`src/rtl/joy_serial_reader.sv`:
```
// Reader for 74HC165-style joystick chains: drives load/shift lines and assembles
// active-high per-pad button words. Optional frame debounce: JOY_SERIAL_DEBOUNCE_EN.
module joy_serial_reader #(
   parameter int PLAYERS     = 2,
   parameter int BITS        = 12,
   parameter int CLK_DIV     = 50,
   parameter int FRAME_TICKS = 1000
) (
   input  logic                    clk,
   input  logic                    reset,
   input  logic                    en,
   input  logic                    joy_data,
   output logic                    joy_load,
   output logic                    joy_clk,
   output logic [PLAYERS*BITS-1:0] joy_out,
   output logic                    frame_strobe
);
   localparam int NB = PLAYERS * BITS;
   localparam int TW = $clog2(CLK_DIV - 1) + 1;
   localparam int IW = $clog2(FRAME_TICKS - 1) + 1;
   localparam int NW = (NB > 1) ? $clog2(NB) : 1;
   localparam logic [TW-1:0] TICK_LAST = TW'(CLK_DIV - 1);
   localparam logic [IW-1:0] IDLE_LAST = IW'(FRAME_TICKS - 1);
   localparam logic [NW-1:0] BIT_LAST  = NW'(NB - 1);

   typedef enum logic [2:0] {IDLE, LOAD, SHIFT_LO, SHIFT_HI, DONE} state_t;

   state_t        state, state_nxt;
   logic [TW-1:0] tick_cnt, tick_nxt;
   logic [IW-1:0] idle_cnt, idle_nxt;
   logic [NW-1:0] bit_idx, bit_nxt;
   logic [NB-1:0] raw, raw_nxt, out_nxt;
   logic          tick, load_nxt, sclk_nxt, strobe_nxt, accept;

   assign tick = (tick_cnt == TICK_LAST);

`ifdef JOY_SERIAL_DEBOUNCE_EN
   logic [NB-1:0] hist;

   // Previous frame's raw (active-low) word; all-ones means nothing pressed.
   always_ff @(posedge clk or posedge reset) begin
      if (reset)
         hist <= '1;
      else if (en && state == DONE)
         hist <= raw;
   end

   assign accept = (raw == hist);
`else
   assign accept = 1'b1;
`endif

   always_comb begin
      state_nxt  = state;
      tick_nxt   = tick ? '0 : tick_cnt + 1'b1;
      idle_nxt   = idle_cnt;
      bit_nxt    = bit_idx;
      raw_nxt    = raw;
      out_nxt    = joy_out;
      strobe_nxt = 1'b0;
      if (!en) begin
         state_nxt = IDLE;
         tick_nxt  = '0;
         idle_nxt  = '0;
         bit_nxt   = '0;
         out_nxt   = '0;
      end else begin
         case (state)
            IDLE: if (tick) begin
               if (idle_cnt == IDLE_LAST) begin
                  idle_nxt  = '0;
                  state_nxt = LOAD;
               end else begin
                  idle_nxt = idle_cnt + 1'b1;
               end
            end
            LOAD: if (tick) begin
               bit_nxt   = '0;
               state_nxt = SHIFT_LO;
            end
            SHIFT_LO: if (tick) begin
               raw_nxt[bit_idx] = joy_data;
               state_nxt        = SHIFT_HI;
            end
            SHIFT_HI: if (tick) begin
               if (bit_idx == BIT_LAST) begin
                  bit_nxt   = '0;
                  state_nxt = DONE;
               end else begin
                  bit_nxt   = bit_idx + 1'b1;
                  state_nxt = SHIFT_LO;
               end
            end
            DONE: begin
               // Tick counter holds here so the next idle interval starts on a full tick.
               tick_nxt   = tick_cnt;
               strobe_nxt = 1'b1;
               if (accept)
                  out_nxt = ~raw;
               state_nxt  = IDLE;
            end
            default: state_nxt = IDLE;
         endcase
      end
      load_nxt = (state_nxt != LOAD);
      sclk_nxt = (state_nxt != SHIFT_LO);
   end

   always_ff @(posedge clk or posedge reset) begin
      if (reset) begin
         state        <= IDLE;
         tick_cnt     <= '0;
         idle_cnt     <= '0;
         bit_idx      <= '0;
         joy_load     <= 1'b1;
         joy_clk      <= 1'b1;
         joy_out      <= '0;
         frame_strobe <= 1'b0;
      end else begin
         state        <= state_nxt;
         tick_cnt     <= tick_nxt;
         idle_cnt     <= idle_nxt;
         bit_idx      <= bit_nxt;
         joy_load     <= load_nxt;
         joy_clk      <= sclk_nxt;
         joy_out      <= out_nxt;
         frame_strobe <= strobe_nxt;
      end
   end

   always_ff @(posedge clk)
      raw <= raw_nxt;

endmodule

```
`config.mk`:
```
export PLATFORM = sky130hd
export DESIGN_NAME = joy_serial_reader
export DESIGN_NICKNAME = d
export VERILOG_FILES = /design/src/rtl/joy_serial_reader.sv
export SDC_FILE = /design/constraint.sdc
export NUM_CORES = 1
export LEC_CHECK = 0
export CAP_MARGIN = 30
export CORE_MARGIN = 2
export CORE_UTILIZATION = 57
export DETAILED_ROUTE_END_ITERATION = 8
export PLACE_DENSITY = 0.9
export SYNTH_ARGS = -nofsm -noshare
export SYNTH_HDL_FRONTEND = slang
export SYNTH_SLANG_ARGS = --single-unit
```
`constraint.sdc`:
```
create_clock -name clk -period 2.5 [get_ports clk]
set_input_delay 0.5 -clock clk [delete_from_list [all_inputs] [get_ports clk]]
set_output_delay 0.5 -clock clk [all_outputs]
set_load 0.05 [all_outputs]
```
==> metrics, run 1 <==
initial DRC count 165; fmax 422 MHz; vias in the first global route 2,567; Num CTS Buffers 9; syn_nets 348; max-cap violation count 0; Post-synth ARST share 0.688; Layout Utilization 0.696; clock transition at the registers of the reported paths 80 ps; sequential fraction of the synthesis area 0.579; Synth cell types 50; setup ws final 130 ps; initial antenna violation count 0; FF/Latch Area 0.00205 mm^2; top-count cell post-synth dfrtp_1; Clk Latency, worst-skew pair 350 ps; crit share post-route 0.948; design area 0.00415 mm^2; reg-to-reg endpoint idle_cnt[7]$_DFFE_PP0P_; outcome completed; dpl hpwl 4740 um; Yosys Warn Count 0; CTS tree done; residual DRC count 0; final setup fails 0; setup tns final 0 ps; Hold-fix buffers, CTS 0; top cells by count, synth 51 x dfrtp_1, 43 x nand2_1, 35 x nor2_1; Final nets 378; R2R Path Start tick_cnt[1]$_DFFE_PP0N_; clk sinks 77; fin crit period 2370 ps; drt pass-1 iters 4; full die area 0.00685 mm^2; R2R Setup Slk 130 ps; CORE AREA 0.00596 mm^2; fill count 450; WP data arrival 2640 ps; Cell Rows 28; Power Density 581 mW/mm^2; antenna fix cells 0; Top FF cell, synth dfrtp_1; number of synthesized flops with an enable pin 24; LEAKAGE 1.73 nW; worst hold slack 516 ps; Initial Util 0.594; Setup CP Type register to register; share of cells above drive strength 1 0.0833; Register-to-Register Path Depth 6; critical path endpoint category register; largest net degree at the start of global routing 54; actual slew at the worst max-slew pin 768 ps; buffer count from post-CTS setup fixing 0; unrepaired setup endpoints after global routing no; Max Root-Sink Buffers 2; Final GP Congestion 0.851; synthesized area per cell 10.5 um^2; first-pass GRT wire length 12,200 um; Setup crit start kind register; wire length per cell 16.2 um; root buffer cell clkbuf_8; Gate Count Post-Synth 337; grt total ovfl 0; number of synthesized register bits 77; CP required 2770 ps; Via density 5.95; final std cells w/o fill 447; Setup WS pre-CTS 135 ps; area grow syn2layout 17.3%; Slew Viols, Final 0; Post-DP Area 0.00393 mm^2; Netlist Area Pre-Place 0.00354 mm^2; placed instance count 431; Peak VDD IR 387 uV; Top Ports 31; final hold vios 0; Vias 2,661; Synth area leaders dfrtp_1 36%, edfxtp_1 20%, nand2_1 4.6%, o21ai_0 4.1%, and2_1 3.7%; total power 2.41 mW; Port Buf Inserts 30; Tot GR Track Use 0.241; H-tree depth 3; Fin Clk Skew 11.2 ps; Die W 82.8 um; Die Y 82.8 um; min-delay worst type input pin to async pin; Multi-input gate area 0.00140 mm^2; Synth top area share 0.361; area leader, netlist dfrtp_1; Routed Antenna Nets 0; Worst slew margin 0.487; WL final 7250 um; Crit Path Max Fanout 11
## report_power, final
part           total [mW]  internal (mW)  leakage, nW  switching, mW
registers            1.31           1.30        0.947        0.00438
clock network        1.03          0.589        0.107          0.444
logic              0.0711         0.0233        0.681         0.0478
total                2.41           1.92         1.73          0.496
## worst max-delay path: stages (launching register included)
cell	delay [ps]
dfrtp_1	400
inv_1	90
ha_1	140
or4b_1	460
or4_4	570
or4_1	540
o21ai_0	90
## state kept, by name, summed over array words and instances, names as in the netlist
signal and count:
bit_idx 5, frame_strobe 1, tick_cnt 7, joy_load 1
idle_cnt 11, state 3, raw 24, joy_out 24
joy_clk 1
## cell families (layout without fill, tap and decap cells)
group           after synthesis  in the layout  synth area share
compound gates               62             62             0.114
fa+ha+maj                     7              7            0.0248
buf+inv                      24             59            0.0279
flops                        77             77             0.579
simple gates                162            162             0.242
xor+xnor                      4              4           0.00991
mux                           1              1           0.00283
## routing by layer
layer,global-route usage,up-vias,share of wire
met5,0,-,0
met4,0.120,0,0.027
met3,0.0584,18,0.047
met2,0.393,83,0.49
met1,0.302,1314,0.44
li1,-,1246,-
## layout by cell type, fill, tap and decap left out, types with 7 or more instances in the layout
cell type / n
ha_1: 7
o211a_1: 8
a21oi_1: 7
edfxtp_1: 24
nand3_1: 12
clkbuf_8: 10
and3_1: 7
nor2_1: 35
nand2_1: 43
clkdlybuf4s50_1: 30
dfrtp_1: 51
and2_1: 21
o21ai_0: 29
## timing repair
item / 4_1_cts / 5_1_grt
setup endpoints to repair: 0 / 23
endpoints found under the hold margin: 0 / 0
resized for setup: 0 / 1
## how the worst max path moves through the flow
stage | cells after the start | slack (ps) | endpoint | from
4_1_cts | 7 | 70 | raw[21]$_DFFE_PP_ | tick_cnt[1]$_DFFE_PP0N_
3_5_place_dp | 7 | 140 | raw[21]$_DFFE_PP_ | tick_cnt[1]$_DFFE_PP0N_
3_3_place_gp | 6 | 250 | idle_cnt[7]$_DFFE_PP0P_ | tick_cnt[1]$_DFFE_PP0N_
2_1_floorplan | 8 | 220 | idle_cnt[4]$_DFFE_PP0P_ | tick_cnt[1]$_DFFE_PP0N_
5_1_grt | 6 | 50 | idle_cnt[7]$_DFFE_PP0P_ | tick_cnt[1]$_DFFE_PP0N_
6_report | 6 | 130 | idle_cnt[7]$_DFFE_PP0P_ | tick_cnt[1]$_DFFE_PP0N_
## layout make-up
type                    instances  area share
repair buffers                 37      0.0881
well taps                      75      0.0226
flip-flops and latches         77       0.494
multi-input cells             236       0.337
inverters                       6     0.00543
clock inverters                 4      0.0175
clock buffers                  12      0.0350
No activity file was read; power rests on OpenSTA's default activity.
==> run 2: changes to the inputs <==
--- a/config.mk
+++ b/config.mk
@@ -6,7 +6,6 @@
 export NUM_CORES = 1
 export LEC_CHECK = 0
 export CAP_MARGIN = 30
-export CORE_MARGIN = 2
 export CORE_UTILIZATION = 57
 export DETAILED_ROUTE_END_ITERATION = 8
 export PLACE_DENSITY = 0.9
==> metrics, run 2 (synthesis gave the netlist of run 1 again) <==
vias in the first global route 2,551 (-0.62%); critical path endpoint category register; Worst slew margin 0.482 (-0.00447); fin crit period 2340 ps (-34.7 ps); outcome completed; dpl hpwl 4870 um (+2.6%); Clk Latency, worst-skew pair 350 ps (about the same); Largest regs joy_out: 24 flops, raw: 24 flops, idle_cnt: 11 flops; Clk pwr share 0.432 (+0.004); Setup crit start kind register; antenna fix cells 0 (unchanged); max-cap violation count 0 (unchanged); largest net degree at the start of global routing 36 (-33%); Top Ports 31 (unchanged); Vias 2,629 (-1.2%); residual DRC count 0 (unchanged); CP required 2780 ps (about the same); clock transition at the registers of the reported paths 80 ps (about the same); H-tree depth 3 (unchanged); Slew Viols, Final 0 (unchanged); WP data arrival 2610 ps (-30 ps); Comb power frac 0.028 (-0.002); root buffer cell clkbuf_8; Slowest cell on crit path or4_4; unrepaired setup endpoints after global routing no; Port Buf Inserts 30 (unchanged); wire length per cell 16.6 um (+2.6%); initial antenna violation count 0 (unchanged); share of cells above drive strength 1 0.0863 (+0.00292); crit-path max cell delay 580 ps (about the same); min-delay worst type input pin to async pin; initial DRC count 213 (+29%); first-pass GRT wire length 12,700 um (+4.5%); grt total ovfl 0 (unchanged); fmax 428 MHz (+1.5%); Hold-fix buffers, CTS 0 (unchanged); sw power 0.508 mW (+2.5%); Die W 80.8 um (-2.4%); sequential share of power 0.540 (-0.002); Layout Utilization 0.696 (about the same); Power Density 584 mW/mm^2 (+0.41%); CP cell instances inv_1, ha_1, or4b_1, or4_4, or4_1, o21ai_0; Pint 1.91 mW (-0.17%); CORE AREA 0.00596 mm^2 (unchanged); final hold vios 0 (unchanged); Num CTS Buffers 9 (unchanged); Fin Clk Skew 11.2 ps (+0.0683 ps); Peak VDD IR 338 uV (-13%); R2R Setup Slk 160 ps (+30 ps); Initial Util 0.594 (unchanged); Tot GR Track Use 0.267 (+0.0256); drt pass-1 iters 4 (unchanged); area grow syn2layout 17.2% (about the same); Die Y 80.8 um (-2.4%); Routed Antenna Nets 0 (unchanged); crit share post-route 0.934 (-0.0139); setup tns final 0 ps (unchanged); commonest non-fill, non-tap cells in the layout 51 x dfrtp_1, 43 x nand2_1, 35 x nor2_1; Final nets 377 (-0.26%); Via density 5.89 (-0.98%); CP delay by family, top simple AND/OR/NAND/NOR gates; LEAKAGE 1.73 nW (about the same); final setup fails 0 (unchanged); Setup CP Type register to register; full die area 0.00652 mm^2 (-4.8%); Cell Rows 28 (unchanged); leading cell type in the layout, fill and taps excluded dfrtp_1; Final GP Congestion 0.886 (+4.1%); Crit Path Max Fanout 11 (unchanged); actual slew at the worst max-slew pin 774 ps (+6.69 ps); clk sinks 77 (unchanged); Sw Share 0.210 (+0.00437); CTS tree done; Max Root-Sink Buffers 2 (unchanged); WL final 7420 um (+2.4%); CP Buf/Inv Count 1 (unchanged)
[run 2: final timing paths]
| kind | from | end | cells past startpoint |
|---|---|---|---|
| max | tick_cnt[1]$_DFFE_PP0N_ | idle_cnt[7]$_DFFE_PP0P_ | 6 |
| min | reset | joy_out[19]$_DFFE_PP0P_ | 2 |
| max reg2reg | tick_cnt[1]$_DFFE_PP0N_ | idle_cnt[7]$_DFFE_PP0P_ | 6 |
| min reg2reg | joy_out[0]$_DFFE_PP0P_ | joy_out[0]$_DFFE_PP0P_ | 1 |
| max in group asynchronous | reset | joy_clk$_DFF_PP1_ | 3 |
| min in group clk | joy_out[0]$_DFFE_PP0P_ | joy_out[0]$_DFFE_PP0P_ | 1 |
[run 2: layout make-up]
cell class / count / area [um^2]
Sequential cell: 77 / 2050
Fill cell: 408 / 1810
Multi-Input combinational cell: 236 / 1400
Timing Repair Buffer: 36 / 358
Clock buffer: 10 / 138
Tap cell: 75 / 93.8
Clock inverter: 6 / 86.3
Inverter: 6 / 22.5
[run 2: what timing repair did]
item                       in CTS  in global routing
resized for setup               0                  1
buffers inserted                0                  0
setup endpoints to repair       0                 23
[run 2: worst reg2reg max path: stages (launching register included)]
cell and delay (ps):
dfrtp_1 410, inv_1 80, ha_1 130, or4b_1 460, or4_4 580, or4_1 530
o21ai_0 80
[run 2: per-layer routing]
metal,routed length [um],GRT usage,up-vias,share of wire
met4,187,0.0946,0,0.025
met1,3200,0.342,1296,0.43
met2,3730,0.437,72,0.50
met3,308,0.0719,16,0.041
met5,0,0,-,0
li1,-,-,1245,-
[run 2: power groups by stage]
stage	sequential, mW	combinational (mW)	clock (mW)
3_3_place_gp	1.33	0.0664	0
4_1_cts	1.31	0.0693	1.07
5_1_grt	1.31	0.0775	1.12
6_report	1.31	0.0682	1.04
2_1_floorplan	1.33	0.0406	0
3_5_place_dp	1.33	0.0687	0
[run 2: through the flow]
step	hold WS (ps)	cells	power, mW	cell area (um^2)	worst slack (ps)
floorplan	490	337	1.37	3540	215
global placement	506	430	1.40	3920	228
detailed placement	515	430	1.40	3920	82.7
CTS	487	446	2.45	4140	66.6
global route	512	446	2.51	4150	85.6
finish	484	446	2.42	4150	164
==> run 3: changes to the inputs <==
--- a/config.mk
+++ b/config.mk
@@ -6,9 +6,10 @@
 export NUM_CORES = 1
 export LEC_CHECK = 0
 export CAP_MARGIN = 30
-export CORE_UTILIZATION = 57
+export CORE_UTILIZATION = 62
 export DETAILED_ROUTE_END_ITERATION = 8
-export PLACE_DENSITY = 0.9
+export MAX_ROUTING_LAYER = met4
+export PLACE_DENSITY = 0.95
 export SYNTH_ARGS = -nofsm -noshare
 export SYNTH_HDL_FRONTEND = slang
 export SYNTH_SLANG_ARGS = --single-unit
==> constraint.sdc (replaced) <==
create_clock -name clk -period 2.8 [get_ports clk]
set_input_delay 0.56 -clock clk [delete_from_list [all_inputs] [get_ports clk]]
set_output_delay 0.56 -clock clk [all_outputs]
set_load 0.05 [all_outputs]
==> metrics, run 3 (synthesis gave the netlist of run 1 again) <==
outcome completed; setup tns final 0 ps (unchanged); cell depth of the worst hold path 1; clk sinks 77 (unchanged); final hold vios 0 (unchanged); crit share post-route 0.920 (-0.0143); critical path endpoint category register; share of cells above drive strength 1 0.0784 (-0.00787); Die W 77.5 um (-4.0%); Setup CP Type register to register; Setup WS pre-CTS 305 ps (+223 ps); Worst slew margin 0.494 (+0.0123); unrepaired setup endpoints after global routing no; drt pass-1 iters 4 (unchanged); Via density 6.06 (+2.9%); grt total ovfl 0 (unchanged); actual slew at the worst max-slew pin 756 ps (-18.4 ps); Final GP Congestion 0.900 (+1.6%); R2R Setup Slk 220 ps (+60 ps); LEAKAGE 1.72 nW (-0.95%); Final nets 376 (-0.27%); largest net degree at the start of global routing 54 (+50%); Largest regs joy_out: 24 flops, raw: 24 flops, idle_cnt: 11 flops; CORE AREA 0.00551 mm^2 (-7.5%); worst min-delay path endpoint joy_out[20]$_DFFE_PP0P_; worst hold slack 525 ps (+41.4 ps); Peak VDD IR 318 uV (-6.0%); fin crit period 2580 ps (+240 ps); WP data arrival 2830 ps (+220 ps); vias in the first global route 2,691 (+5.5%); max-cap violation count 0 (unchanged); Fin Clk Skew 10.8 ps (-0.387 ps); clock transition at the registers of the reported paths 70 ps (about the same); full die area 0.00601 mm^2 (-7.9%); root buffer cell clkbuf_8; commonest non-fill, non-tap cells in the layout 51 x dfrtp_1, 43 x nand2_1, 35 x nor2_1; hold_sp joy_out[20]$_DFFE_PP0P_; Hold-fix buffers, CTS 0 (unchanged); Clk Latency, worst-skew pair 360 ps (about the same); buffer count from post-CTS setup fixing 0 (unchanged); Power Density 502 mW/mm^2 (-14%); Vias 2,680 (+1.9%); Setup crit start kind register; Top Ports 31 (unchanged); Die Y 77.5 um (-4.0%); fmax 388 MHz (-9.3%); CTS tree done; Routed Antenna Nets 0 (unchanged); initial DRC count 300 (+41%); Initial Util 0.642 (+0.0484); CP required 3060 ps (+280 ps); Crit Path Max Fanout 11 (unchanged); Port Buf Inserts 30 (unchanged); area grow syn2layout 15.6%; antenna fix cells 0 (unchanged); Num CTS Buffers 9 (unchanged); reg-to-reg endpoint idle_cnt[7]$_DFFE_PP0P_; dpl hpwl 4960 um (+1.9%); Tot GR Track Use 0.297 (+0.0305); min-delay worst type register to register; Max Root-Sink Buffers 2 (unchanged); final setup fails 0 (unchanged); initial antenna violation count 0 (unchanged); Cell Rows 27 (-3.6%); WL final 7690 um (+3.6%); wire length per cell 17.4 um (+4.5%); H-tree depth 3 (unchanged); residual DRC count 0 (unchanged); leading cell type in the layout, fill and taps excluded dfrtp_1; setup ws final 224 ps (+59.8 ps); total power 2.05 mW (-15%); Register-to-Register Path Depth 6 (unchanged); Slew Viols, Final 0 (unchanged); # resized after CTS 0 (unchanged); first-pass GRT wire length 12,900 um (+1.3%); R2R Path Start tick_cnt[1]$_DFFE_PP0N_
## run 3: how the worst max path moves through the flow
stage,startpoint,endpoint,depth (start not counted)
2_1_floorplan,tick_cnt[1]$_DFFE_PP0N_,idle_cnt[4]$_DFFE_PP0P_,8
3_3_place_gp,tick_cnt[1]$_DFFE_PP0N_,idle_cnt[7]$_DFFE_PP0P_,6
3_5_place_dp,tick_cnt[1]$_DFFE_PP0N_,idle_cnt[7]$_DFFE_PP0P_,6
4_1_cts,tick_cnt[1]$_DFFE_PP0N_,idle_cnt[7]$_DFFE_PP0P_,6
5_1_grt,tick_cnt[1]$_DFFE_PP0N_,idle_cnt[7]$_DFFE_PP0P_,6
6_report,tick_cnt[1]$_DFFE_PP0N_,idle_cnt[7]$_DFFE_PP0P_,6
## run 3: cell type report
cell class / instances / area [um^2]
inverters: 6 / 22.5
well taps: 72 / 90.1
clock buffers: 13 / 180
flip-flops and latches: 77 / 2050
fillers: 359 / 1420
repair buffers: 35 / 338
clock inverters: 3 / 16.3
multi-input cells: 236 / 1390
## run 3: routing by layer
| layer | up-vias | global-route usage | wire (um) |
|---|---|---|---|
| li1 | 1245 | - | - |
| met1 | 1306 | 0.344 | 3080 |
| met2 | 98 | 0.463 | 3800 |
| met3 | 31 | 0.0729 | 442 |
| met4 | 0 | 0.194 | 366 |
| met5 | - | - | 0 |
## run 3: report_power, final
group          internal [mW]  total [mW]  switching [mW]
Sequential              1.16        1.17         0.00359
Clock                  0.422       0.828           0.406
Combinational         0.0157      0.0562          0.0405
## run 3: worst max-delay path, stage by stage, from the launching register on
cell and delay [ps]:
dfrtp_1 400, inv_1 80, ha_1 130, or4b_1 600, or4_4 610, or4_1 540, o21ai_0 120
## run 3: per-stage QoR
| step | instance area, um^2 | instances | util |
|---|---|---|---|
| 2_1_floorplan | 3540 | 337 | - |
| 3_3_place_gp | 3890 | 426 | 0.707 |
| 3_5_place_dp | 3890 | 426 | 0.707 |
| 4_1_cts | 4090 | 442 | 0.743 |
| 5_1_grt | 4090 | 442 | 0.743 |
| 6_report | 4090 | 442 | 0.743 |
